<file path="src/rtl/serial_add_ctrl.sv">
// Bit-serial adder controller: one full-adder cell is stepped over WIDTH cycles,
// LSB first, with a registered carry between bits.
module serial_add_ctrl #(
   parameter int WIDTH = 8
) (
   input  logic             clk,
   input  logic             rst_n,
   input  logic             start,
   input  logic [WIDTH-1:0] op_a,
   input  logic [WIDTH-1:0] op_b,
   input  logic             cin_init,
   output logic             busy,
   output logic             done,
   output logic [WIDTH-1:0] result,
   output logic             cout
);

   localparam int KW = (WIDTH > 1) ? $clog2(WIDTH) : 1;

   typedef enum logic [1:0] {IDLE, RUN, DONE} state_t;

   // Handshake: start is sampled only in IDLE; the edge that sees it high
   // captures op_a/op_b/cin_init. done is a one-cycle pulse WIDTH edges later,
   // with result/cout already valid; start is ignored until back in IDLE.
   state_t           state, state_nxt;
   logic             accept;
   logic [WIDTH-1:0] sa, sb;
   logic             c;
   logic [KW-1:0]    k;
   logic             last_bit;
   logic             fa_a, fa_b, fa_cin, fa_sum, fa_cout;
   logic [WIDTH-1:0] sum_vec;

   assign fa_a     = sa[0];
   assign fa_b     = sb[0];
   assign fa_cin   = c;
   assign fa_sum   = fa_a ^ fa_b ^ fa_cin;
   assign fa_cout  = (fa_a & fa_b) | (fa_a & fa_cin) | (fa_b & fa_cin);
   assign last_bit = (k == KW'(WIDTH - 1));

   assign busy = (state == RUN);
   assign done = (state == DONE);

   always_ff @(posedge clk or negedge rst_n) begin
      if (!rst_n) state <= IDLE;
      else        state <= state_nxt;
   end

   always_comb begin
      state_nxt = state;
      accept    = 1'b0;
      case (state)
         IDLE: if (start) begin
            accept    = 1'b1;
            state_nxt = RUN;
         end
         RUN:  if (last_bit) state_nxt = DONE;
         DONE: state_nxt = IDLE;
         default: state_nxt = IDLE;
      endcase
   end

   // sum_vec is the current sum bit stacked on the bits already collected,
   // so the final edge can load result without a separate shift.
   generate
      if (WIDTH == 1) begin : g_w1
         assign sum_vec = fa_sum;
      end else begin : g_wn
         logic [WIDTH-2:0] sr;
         always_ff @(posedge clk or negedge rst_n) begin
            if (!rst_n)             sr <= '0;
            else if (state == RUN)  sr <= sum_vec[WIDTH-1:1];
         end
         assign sum_vec = {fa_sum, sr};
      end
   endgenerate

   always_ff @(posedge clk or negedge rst_n) begin
      if (!rst_n) begin
         sa     <= '0;
         sb     <= '0;
         c      <= 1'b0;
         k      <= '0;
         result <= '0;
         cout   <= 1'b0;
      end else if (accept) begin
         sa <= op_a;
         sb <= op_b;
         c  <= cin_init;
         k  <= '0;
      end else if (state == RUN) begin
         sa <= sa >> 1;
         sb <= sb >> 1;
         c  <= fa_cout;
         k  <= k + 1'b1;
         if (last_bit) begin
            result <= sum_vec;
            cout   <= fa_cout;
         end
      end
   end

endmodule

</file>
<file path="config.mk">
export PLATFORM = sky130hd
export DESIGN_NAME = serial_add_ctrl
export DESIGN_NICKNAME = d
export VERILOG_FILES = /design/src/rtl/serial_add_ctrl.sv
export SDC_FILE = /design/constraint.sdc
export NUM_CORES = 1
export LEC_CHECK = 0
export ABC_AREA = 1
export CAP_MARGIN = 10
export CORE_MARGIN = 2
export CORE_UTILIZATION = 40
export CTS_BUF_LIST = sky130_fd_sc_hd__clkbuf_8 sky130_fd_sc_hd__clkbuf_16
export DETAILED_ROUTE_END_ITERATION = 8
export PLACE_DENSITY = 0.64
export SYNTH_ARGS = -nofsm -noshare
export SYNTH_HDL_FRONTEND = slang
export SYNTH_SLANG_ARGS = --single-unit
</file>
<file path="constraint.sdc">
create_clock -name clk -period 2.1 [get_ports clk]
set_clock_uncertainty 0.15 [all_clocks]
set_input_delay 0.21 -clock clk [delete_from_list [all_inputs] [get_ports clk]]
set_output_delay 0.21 -clock clk [all_outputs]
set_load 0.005 [all_outputs]
</file>
==> qor.txt, run 1 <==
Outcome = complete, no violations
CP max FO = 14
Cells after Synth = 218
CTS H-tree lvls = 2
Worst path arrival time = 1.66 ns
GRT overflow = 0
Tcrit/Tclk final = 96.1%
Clock Sink Count = 38
CTS tree = done
Final min period = 2.02 ns
Antenna violations before repair = 0
Maximum VDD drop = 0.000482 V
Worst setup EP type = output port
Mean Syn Cell Area = 8.36 sq um
Leakage = 0.00118 uW
Core footprint = 4380 sq um
Post-synthesis compound-gate area fraction = 3.30%
Max Clk Rate = 0.496 GHz
Yosys warning count = 0
Port bufs = 30
GP Congestion = 0.743
Io pins = 31
Distinct cells, synth = 16
CP required = 1.74 ns
Routed Antenna Nets = 0
Worst Hold Class = input pin to asynchronous set/reset pin
First-pass GRT wire length = 6370 microns
Adder-cell share of the synthesized area = 2.47%
Drt first pass iters = 4
DRC viols = 0
Pins Over Slew Limit = 0
Pwr Density = 1320 nW/um^2
Tot GR Track Use = 16.1%
Chip Width = 71.5 microns
Setup TNS = 0 ns
Die Ht = 71.5 microns
Fin. Hold Viols = 0
RSZ-0062 raised after global routing = false
Metal2 WL = 1510 microns
Placed insts = 295
Setup Viol. Count Final = 0
Synth Area in XOR/XNOR = 0%
TritonCTS Buffers = 5
Largest family of logic cells by synthesized area = simple AND/OR/NAND/NOR gates
Max_cap viols = 0
Relative slew margins = 63.2%
Drt wl/cell = 11.6 microns
Routed via count = 1453
DR top layer = met4
Cell taking the most area after synthesis = dfrtp_1
Setup CP Type = flip-flop to output port
Post-DP HPWL = 2400 microns
Clock buffer depth = 2
Starting DRT DRC Count = 118
Syn_nets = 241
Met3 WL = 136 microns
Largest net degree at the start of global routing = 26
Met1 WL = 1810 microns
Simple-gate share of the synthesized area = 33.3%
Post-synthesis mux area share = 0%
Root Driver = clkbuf_8
Worst-margin pin slew = 0.552 ns
Top post-synthesis cells by area = dfrtp_1 52%, nand2_1 21%, nand3_1 8.8%
Via density = 4.78
Most common library cell in the layout ignoring fill and taps = nand2_1
Vias in the first global route = 1408
N_diodes = 0
Initial Utilization = 41.6%
Post-Route WL = 3520 microns
Crit start category = flip-flop
Post-synth top area share = 52.2%
Post-synthesis register bit count = 38
Register area share after synthesis = 52.2%
Die footprint = 5110 sq um
Clock transition at path regs = 0.07 ns
Most frequent cells in the layout = 101 x nand2_1, 38 x dfrtp_1, 32 x nand3_1
Nets@finish = 274
Site row count = 24
Mapped Area = 1820 sq um
Area growth syn-to-layout = 23.4%
Worst-Skew Late Latency = 0.29 ns
Layout Cells excl Fill = 304
Fraction of layout cells with a size suffix above 1 = 10.3%
[what timing repair did]
item                                    4_1_cts  5_1_grt
buffers inserted                              0        0
gates resized for setup                       0        1
endpoints found under the setup margin        0        1
endpoints found under the hold margin        23        0
hold buffers                                  1        0
[registers in the layout, summed over array words and instances (netlist names)]
signal / count
result: 8
g_wn.sr: 7
c: 1
sa: 8
state: 2
sb: 8
cout: 1
k: 3
[cells by family after synthesis]
logic type	count (synthesis)
simple gates	139
flops	38
buf+inv	29
compound gates	9
fa+ha+maj	3
[final timing paths]
kind                           start   endpoint  slack, ns  depth (start not counted)
hold reg to reg            result[2]  result[2]       0.32                          2
setup reg to reg            state[0]      sa[5]       0.57                          6
hold / removal                 rst_n      sa[7]       0.29                          2
min in group clk           result[2]  result[2]       0.32                          2
max in group asynchronous      rst_n      sb[1]       0.97                          3
setup / recovery            state[1]       done       0.08                          4
[metrics by stage]
stage | hold WS, ns | setup WS, ns | power [uW] | util, % | cell area [sq um]
after floorplan | -0.236 | 0.767 | 2120 | - | 1820
after global placement | 0.0795 | 0.400 | 2450 | 48.8 | 2140
after detailed placement | 0.0834 | 0.388 | 2470 | 48.8 | 2140
after CTS | 0.301 | 0.0556 | 3000 | 51.2 | 2250
after global routing | 0.335 | 0.0172 | 3250 | 51.3 | 2250
final | 0.294 | 0.0828 | 2970 | 51.3 | 2250
[worst max-delay path, cell delays in order (launching register included)]
cell and delay (ns):
dfrtp_1 0.48, inv_4 0.06, buf_4 0.19, nor2_1 0.13, clkdlybuf4s50_1 0.51
[layout make-up]
type / count / area, sq um
Clock buffer: 6 / 82.6
Clock inverter: 2 / 12.5
Fill cell: 454 / 2140
Inverter: 18 / 75.1
Multi-Input combinational cell: 151 / 712
Sequential cell: 38 / 951
Tap cell: 52 / 65.1
Timing Repair Buffer: 37 / 350
[per-layer routing]
metal / up-vias / track usage, %
li1: 742 / -
met1: 682 / 21.9
met2: 23 / 23.8
met3: 6 / 5.20
met4: 0 / 6.29
met5: - / 0
[power breakdown]
| group | switching [uW] | internal [uW] |
|---|---|---|
| logic | 663 | 528 |
| registers | 191 | 1060 |
| clock network | 257 | 264 |
[synth_stat cells]
master,instances
inv_4,2
nor2_8,2
buf_6,3
buf_2,3
nor2_1,1
buf_4,5
ha_1,2
fa_1,1
inv_1,16
o21ai_0,5
o21ai_2,4
nand2_1,101
nand2_2,2
nand2_4,1
dfrtp_1,38
nand3_1,32
Note: power is estimated with default switching activity, not from simulation.
==> run 2, diff against run 1 <==
- CELL_PAD_IN_SITES_DETAIL_PLACEMENT: not set -> 1
- CELL_PAD_IN_SITES_GLOBAL_PLACEMENT: not set -> 2
- CORE_MARGIN: 2 -> not set
- CORE_UTILIZATION: 40 -> 33
- PLACE_DENSITY: 0.64 -> 0.84
- TNS_END_PERCENT: not set -> 5
==> run 2 against run 1 <==
Net effect:
- count of clock-buffer cells in the layout unchanged
- die area rose by 14%
- maximum frequency increased by 2.1%
- worst setup slack gained 0.041 ns
- utilization is 6.6 points lower
- register-to-register slack got worse by 0.04 ns
- design area grew 3.5%
- global-route usage about the same
==> qor.txt, run 2 (same netlist as run 1, synthesis figures left out) <==
Post-Route WL = 4070 microns
Max_cap viols = 0
Clock Sink Count = 38
Routed Antenna Nets = 0
Reg2Reg Setup Slack = 0.53 ns
CTS tree = done
Antenna violations before repair = 0
Drt first pass iters = 4
Fin. Hold Viols = 0
Relative slew margins = 66.8%
Worst path arrival time = 1.62 ns
Util after Layout = 44.7%
DP Area = 2170 sq um
Maximum VDD drop = 0.000620 V
Routed via count = 1461
Most frequent cells in the layout = 101 x nand2_1, 37 x dfrtp_1, 32 x nand3_1
Io pins = 31
Critical R2R Capture = sa[1]
Area growth syn-to-layout = 27.7%
CTS H-tree lvls = 2
Fin area = 2330 sq um
Core footprint = 5200 sq um
Max Clk Rate = 0.506 GHz
GP Congestion = 0.733
N_diodes = 0
Clock transition at path regs = 0.08 ns
Largest net degree at the start of global routing = 39
Leakage = 0.00120 uW
Tot GR Track Use = 16.1%
Worst-Skew Late Latency = 0.29 ns
Die Ht = 76.3 microns
Via density = 4.52
Total Power = 3280 uW
Site row count = 26
Starting DRT DRC Count = 94
Pins Over Slew Limit = 0
CP required = 1.74 ns
GRT overflow = 0
DRC viols = 0
Vias in the first global route = 1503
Slowest stage cell, crit path = clkdlybuf4s50_1
Clock buffer depth = 2
Initial Utilization = 35.0%
Final min period = 1.98 ns
Outcome = complete, no violations
R2R depth = 6
TritonCTS Buffers = 5
CP max FO = 14
Chip Width = 76.3 microns
Max incr delay on CP = 0.51 ns
Top flop regs = result: 8 flops, sa: 8 flops, sb: 8 flops
Worst setup EP type = output port
Crit start category = flip-flop
Worst hold start = result[6]
Most common library cell in the layout ignoring fill and taps = nand2_1
Placed insts = 314
Root Driver = clkbuf_8
Worst-margin pin slew = 0.498 ns
Worst Hold Class = flip-flop to flip-flop
Nets@finish = 275
First-pass GRT wire length = 7270 microns
RSZ-0062 raised after global routing = false
Tcrit/Tclk final = 94.1%
Port bufs = 30
Post-DP HPWL = 2740 microns
Die footprint = 5820 sq um
CP Cell Sequence = inv_4 > nand2_4 > inv_6 > clkdlybuf4s50_1
Worst Hold End = result[6]
Setup Fix Bufs, Post-CTS = 0
Setup TNS = 0 ns
Setup CP Type = flip-flop to output port
Hold path depth = 2
Drt wl/cell = 12.6 microns
Pwr Density = 1410 nW/um^2
Fraction of layout cells with a size suffix above 1 = 11.1%
Setup Viol. Count Final = 0
Layout Cells excl Fill = 323
R2r startpoint = state[0]
==> run 2: cell types whose count changed in the layout (fill, tap and decap cells not counted) <==
cell        before  now
buf_4            6    7
bufinv_16        0    2
clkinv_2         1    0
clkinvlp_4       1    0
dfrtp_1         38   37
dfrtp_2          0    1
==> run 2: through the flow <==
stage	setup WS, ns	hold slack [ns]
global placement	0.394	0.147
floorplan	0.767	-0.236
CTS	0.0427	0.317
detailed placement	0.373	0.144
global route	0.0384	0.349
finish	0.124	0.323
==> run 2: worst max-delay path, delay by kind of cell (launching register included) <==
family        cells  cell delay [ns]
flops             1             0.46
buf+inv           3             0.74
simple gates      1             0.11
==> run 2: repair_timing <==
item | 4_1_cts | 5_1_grt
hold endpoints to repair | 38 | 0
endpoints found under the setup margin | 0 | 1
gates resized for setup | 0 | 2
hold buffers | 1 | 0
==> run 2: metal layers <==
layer / GRT usage, % / routed length, microns / vias up / part of all wire (%)
met5: 0 / 0 / - / 0
met4: 5.77 / 61 / 0 / 1.5
met3: 4.91 / 146 / 5 / 3.6
met2: 24.7 / 1820 / 27 / 45
met1: 21.4 / 2040 / 682 / 50
li1: - / - / 747 / -
==> run 2: how the worst max path moves through the flow <==
stage	depth (start not counted)	slack, ns	from	to
CTS	4	0.04	state[1]	busy
detailed placement	4	0.37	state[1]	busy
global placement	5	0.39	start	sa[6]
finish	4	0.12	state[1]	busy
floorplan	6	0.77	k[0]	result[7]
global route	4	0.04	state[1]	busy
==> run 2: power by group <==
group          internal, uW  switching [uW]
sequential             1060             201
combinational           548             693
clock                   507             271
total                  2120            1160
==> run 2: cell type report <==
| class | count | area, sq um |
|---|---|---|
| tap | 70 | 87.6 |
| clock buffer | 6 | 82.6 |
| clock inverter | 2 | 60.1 |
| inverter | 18 | 75.1 |
| fill | 621 | 2880 |
| sequential | 38 | 952 |
| timing repair buffer | 38 | 358 |
| multi-input combinational | 151 | 712 |
==> run 3, diff against run 2 <==
- SLEW_MARGIN: not set -> 0
==> results of run 3 <==
Same layout as run 2: the final DEF is identical, and so are final timing and power.
